### src/rtl/mux8_rr_arbiter.sv
// mux8_rr_arbiter: round-robin 8:1 mux arbiter with a registered valid/ready output stage.
// Define MUX8_ARB_BURST_LOCK_EN to hold the grant on one requester until its last beat.
module mux8_rr_arbiter #(
    parameter int W = 8
) (
    input  logic         clk,
    input  logic         rst_n,
    input  logic [7:0]   req,
    input  logic [7:0]   last,
    input  logic [W-1:0] in0,
    input  logic [W-1:0] in1,
    input  logic [W-1:0] in2,
    input  logic [W-1:0] in3,
    input  logic [W-1:0] in4,
    input  logic [W-1:0] in5,
    input  logic [W-1:0] in6,
    input  logic [W-1:0] in7,
    output logic [7:0]   gnt,
    output logic         out_valid,
    output logic [W-1:0] out_data,
    output logic         out_last,
    output logic [2:0]   out_src,
    input  logic         out_ready
);
    logic [W-1:0] din [8];
    logic [2:0]   ptr, win, idx;
    logic         hit, free, take;

    assign din = '{in0, in1, in2, in3, in4, in5, in6, in7};

`ifdef MUX8_ARB_BURST_LOCK_EN
    typedef enum logic {IDLE, LOCKED} state_t;
    state_t     state, state_d;
    logic [2:0] owner, owner_d;

    always_ff @(posedge clk or negedge rst_n) begin
        if (!rst_n) begin
            state <= IDLE;
            owner <= '0;
        end else begin
            state <= state_d;
            owner <= owner_d;
        end
    end

    always_comb begin
        state_d = state;
        owner_d = owner;
        if (take && state == IDLE && !last[win]) begin
            state_d = LOCKED;
            owner_d = win;
        end else if (take && state == LOCKED && last[win]) begin
            state_d = IDLE;
        end
    end
`endif

    // search starts one past the last winner, so ptr itself has lowest priority
    always_comb begin
        win = ptr;
        hit = 1'b0;
        idx = ptr;
        for (int k = 1; k <= 8; k++) begin
            idx = ptr + 3'(k);
            if (!hit && req[idx]) begin
                hit = 1'b1;
                win = idx;
            end
        end
`ifdef MUX8_ARB_BURST_LOCK_EN
        if (state == LOCKED) begin
            hit = req[owner];
            win = owner;
        end
`endif
    end

    assign free = !out_valid || out_ready;
    assign take = free && hit;
    assign gnt  = take ? 8'b1 << win : '0;

    always_ff @(posedge clk or negedge rst_n) begin
        if (!rst_n) begin
            out_valid <= 1'b0;
            out_data  <= '0;
            out_last  <= 1'b0;
            out_src   <= '0;
            ptr       <= 3'd7;
        end else if (take) begin
            out_valid <= 1'b1;
            out_data  <= din[win];
            out_last  <= last[win];
            out_src   <= win;
            ptr       <= win;
        end else if (free) begin
            out_valid <= 1'b0;
        end
    end
endmodule

### config.mk
export PLATFORM = sky130hd
export DESIGN_NAME = mux8_rr_arbiter
export DESIGN_NICKNAME = d
export VERILOG_FILES = /design/src/rtl/mux8_rr_arbiter.sv
export SDC_FILE = /design/constraint.sdc
export NUM_CORES = 1
export LEC_CHECK = 0
export BUFFER_PORTS_ARGS = -buffer_cell sky130_fd_sc_hd__clkbuf_2
export CORE_UTILIZATION = 48
export DETAILED_ROUTE_END_ITERATION = 10
export PLACE_DENSITY = 0.9
export SLEW_MARGIN = 20
export SYNTH_ARGS = -nofsm -noshare
export SYNTH_HDL_FRONTEND = slang
export SYNTH_SLANG_ARGS = --single-unit
### constraint.sdc
create_clock -name clk -period 5.1 [get_ports clk]
set_input_delay 0.765 -clock clk [delete_from_list [all_inputs] [get_ports clk]]
set_output_delay 0.765 -clock clk [all_outputs]
set_load 0.02 [all_outputs]
Word level (Yosys, flattened, before mapping)
Index checks and enable logic that the tools add are counted.
{"block": "word_totals", "wordCells": 82, "latch_bits": 0, "inputBits": 83, "output_inout_bits": 21, "register_bits": 16, "ramBits": 0, "memories": 0, "romBits": 0}
{"block": "op_classes", "eq_ne": 0, "bitwise": 1, "n_addsub": 7, "div": 0, "n_mux": 40, "n_reduce_logical": 18, "n_shift": 1, "n_lt_le_gt_ge": 10, "mul": 0}
{"operator": "$lt A3 B4 Y1 const B", "n": 9}
{"operator": "$bmux W1 S3", "n": 9}
{"operator": "$bmux W8 S3", "n": 1}
{"operator": "$mux W3", "n": 8}
{"operator": "$mux W8", "n": 3}
{"operator": "$mux W1", "n": 19}
{"operator": "$add A3 B3 Y3 const B", "n": 4}
{"operator": "$logic_and A1 B1 Y1", "n": 8}
{"operator": "$logic_not A1 Y1", "n": 8}
{"operator": "$shl A1 B3 Y8 const A", "n": 1}
{"operator": "$add A3 B2 Y3 const B", "n": 2}
{"operator": "$ge A4 B4 Y1 const B", "n": 1}
{"operator": "$not A3 Y4", "n": 1}
{"operator": "$add A3 B1 Y3 const B", "n": 1}
{"operator": "$reduce_bool A2 Y1", "n": 1}
{"operator": "$logic_or A1 B1 Y1", "n": 1}

Logic depth before layout (Yosys ltp)
{"block": "logic_depth", "depth_word": 29, "ltp_mapped": 15}

Least setup slack after synthesis
No wires, ideal clock.
{"block": "synth_timing", "path_kind": "reg2out", "start": "register ptr[1]", "end": "output port gnt[3]", "t_arrival_ns": 3.387, "setup_slack_ns": 0.948, "stages_incl_launch_ff": 15, "required_ns": 4.335, "n_path_buf": 4, "cell_sequence": "dfstp_2 -> buf_2 -> inv_1 -> ha_1 -> buf_6 -> mux2i_1 -> mux4_2 -> a22o_2 -> and3_1 -> buf_6 -> nand3_1 -> and2_1 -> clkbuf_1 -> nand2_1 -> nor2_1"}
{"block": "synth_between", "elab_chain_len": 27}
{"item": "start, declared", "line": "26", "text": "logic [2:0] ptr, win, idx;"}
{"item": "start signal, assigned", "line": "94", "text": "ptr <= win;"}
{"item": "$add A3 B1 Y3", "line": "64", "text": "idx = ptr + 3'(k);"}
{"item": "$bmux W1 S3", "line": "65", "text": "if (!hit && req[idx]) begin"}
{"item": "$mux W1 (implied by the code)", "line": "65"}
{"item": "$mux W1", "line": "65"}
{"item": "$logic_not A1 Y1", "line": "65"}
{"item": "$logic_and A1 B1 Y1", "line": "65"}
{"item": "$mux W1", "line": "65"}
{"item": "$logic_not A1 Y1", "line": "65"}
{"item": "[11 not listed]"}
{"item": "$logic_not A1 Y1", "line": "65"}
{"item": "$logic_and A1 B1 Y1", "line": "65"}
{"item": "$mux W1", "line": "65"}
{"item": "$logic_not A1 Y1", "line": "65"}
{"item": "$logic_and A1 B1 Y1", "line": "65"}
{"item": "$mux W3 / $mux W1 (equally long branches)", "line": "65"}
{"item": "$shl A1 B3 Y8 / $logic_and A1 B1 Y1 (equally long branches)", "line": "80, 79"}
{"item": "$mux W8 (*)", "line": "80", "text": "assign gnt = take ? 8'b1 << win : '0;"}
{"item": "end, declared", "line": "18", "text": "output logic [7:0] gnt,"}
Every way passes the cells marked *; elsewhere a longest branch is shown, timed or not. The select of a mux whose other input is x is not followed.

Worst setup path in the final report
Same ends and word-level chain as after synthesis.

==> impl_metrics.toml <==
[logic_synthesis]
yosysSeqAreaShare_pct = 18.1
synth_nets = 326
synth_compound_area_share_pct = 22.0
yosys_warnings = 0
async_reset_ff_share_pct = 100
synth_ff_type = "dfrtp_1"
synth_edf_count = 0
synth_fa_ha_area_share_pct = 1.12
synth-xor-area-share_pct = 1.57
ys_ff_latch = 16
syn_area_mm2 = 0.00224
avgSynthCellArea_um2 = 9.28
yosys.area_share.simple_pct = 17.6
netlist-cell-type-count = 64
synth_top_family_by_area = "multiplexers"
synth_mux_area_share_pct = 34.6
netlist_instances = 241

[drt]
wl_per_cell_um = 17.0
wirelength_um = 6590
vias = 2408
dr.pass1.iters = 5
first_iter_violations = 183
detail-route-antenna-nets = 0
viasPerCell = 6.22
drc = 0

[clock_tree]
htree_levels = 1
clk_latency_ns = 0.24
cts_sinks = 16
ctsLongestPathBuffers = 2
clk_pin_slew_ns = 0.06
cts_root_buf = "clkbuf_8"
numCtsBuffers = 3
tritoncts = "built"

[cells_and_area]
final_common_cell = "clkbuf_2"
fillCellCount = 350
layout-drive-gt1-share_pct = 49.3
synthToLayoutAreaGrowth_pct = 24.3
final_cell_area_mm2 = 0.00278
fin_cells = 387
diodes = 0
final_cell_mix = "clkbuf_2 (103), mux2_2 (30), nand2_1 (25)"
final_net_count = 421

[place]
numPortBuffers = 103
hpwlAfterDp_um = 5280
dp.cells = 383
gp_congestion = 0.986
placed_area_mm2 = 0.00273

[setup_path]
crit-reg2reg-launch = "ptr[1]"
end_kind = "primary output"
required_ns = 4.34
arrival_ns = 3.98
cp_max_fo = 14
worstSetupPathType = "reg -> out"
reg2reg_slack_ns = 0.98
r2r-end = "out_data[1]"
critPathLaunchType = "register"
ff2ff_path_depth = 12
worstSetupStartpoint = "ptr[1]"

[floorplanning]
die-area_mm2 = 0.00494
die_w_um = 70.3
start_util_pct = 50.7
rows = 24
ios = 104
dieHeight_um = 70.3
coreArea_mm2 = 0.00441

[timing]
rsz0062_at_grt = "false"
finClkSkew_ns = 0.00979
slew_viol_final = 0
tightest_slew_ns = 0.670
hold_viol_final = 0
fin_crit_ns = 4.75
setup_viol = 0
fmax_mhz = 211
final.setup.tns_ns = 0
slew_headroom_pct = 55.3
period_share_pct = 93.1

[global_route]
grt_pass1_vias = 2377
gr-usage-met3_pct = 5.34
grt_max_degree = 30
overflow = 0
grt_pass1_wl_um = 10900
grt_antenna_before_repair = 0
grt_use_met1_pct = 30.7
grtUsageTotal_pct = 27.0
gr-max-usage-layer = "met2"
use_met2_pct = 48.6

[status]
status = "finished clean"

[min_path]
worstHoldPathType = "in -> async"

[run]
maxCapViolCount = 0
-- sequential cells by signal (all words and copies together), names as in the netlist --
| register | cells |
|---|---|
| ptr | 3 |
| out_last | 1 |
| out_src | 3 |
| out_valid | 1 |
| out_data | 8 |
-- worst max-delay path: stages (launching register included) --
cell,delay (ns)
dfstp_2,0.70
inv_1,0.18
ha_2,0.53
mux4_1,0.48
mux2_4,0.38
nor2_8,0.11
nand2_1,0.08
nor4_2,0.34
a2bb2oi_2,0.34
nand2_1,0.26
nor2_1,0.17
clkbuf_2,0.18
-- synth_stat cells, types with 4 or more instances --
master	instances	area share (%)
mux2_2	30	15
nand2_1	25	4.2
nor2_1	17	2.9
mux2i_1	14	6.3
o22ai_1	14	3.9
dfrtp_1	13	15
o31ai_1	8	2.7
nand3_1	7	1.6
mux4_2	6	6.0
a21oi_1	5	1.1
nand2b_1	5	1.4
nor3_1	5	1.1
o21ai_0	5	1.1
buf_6	4	2.0
clkbuf_1	4	0.67
mux4_1	4	4.7
nor2b_1	4	1.1
o21a_1	4	1.3
-- worst max path at each step --
stage	endpoint	slack, ns	cells after the start
after detailed placement	gnt[3]	0.50	11
after CTS	gnt[3]	0.24	11
after global routing	gnt[3]	0.08	11
after floorplan	gnt[3]	0.95	14
after global placement	gnt[3]	0.69	11
final	gnt[3]	0.35	11
-- logic make-up after synthesis --
logic type,after synthesis
buf+inv,18
simple gates,78
xor+xnor,4
flops,16
fa+ha+maj,2
mux,58
compound gates,65
-- final cells by class --
type | count | area [um2] | share of cell area [%]
tap | 52 | 65.1 | 2.34
multi-input combinational | 207 | 1730 | 62.1
timing repair buffer | 104 | 523 | 18.8
inverter | 4 | 17.5 | 0.630
clock buffer | 4 | 45.0 | 1.62
sequential | 16 | 404 | 14.5
-- what timing repair did --
item                                    4_1_cts  5_1_grt
hold endpoints to repair                      0        0
hold buffers                                  0        0
setup buffers                                 0        0
endpoints found under the setup margin        0        6
gates resized for setup                       0        2
-- per-layer routing --
metal  vias up  part of all wire, %
met5         -                    0
met4         0                  2.3
met3        16                  6.2
met2       115                   54
met1      1145                   37
li1       1132                    -
-- per-stage QoR --
step / hold WS, ns / setup WS, ns / utilization (%)
after global routing: 0.446 / 0.0804 / 63.0
after CTS: 0.440 / 0.241 / 62.8
after detailed placement: 0.470 / 0.499 / 61.8
after floorplan: 0.469 / 0.948 / -
after global placement: 0.463 / 0.694 / 61.8
final: 0.428 / 0.353 / 63.0
Power is left out: the tool's default activity adds up to more than one toggle a clock period on the data nets, which glitch-free logic cannot reach.
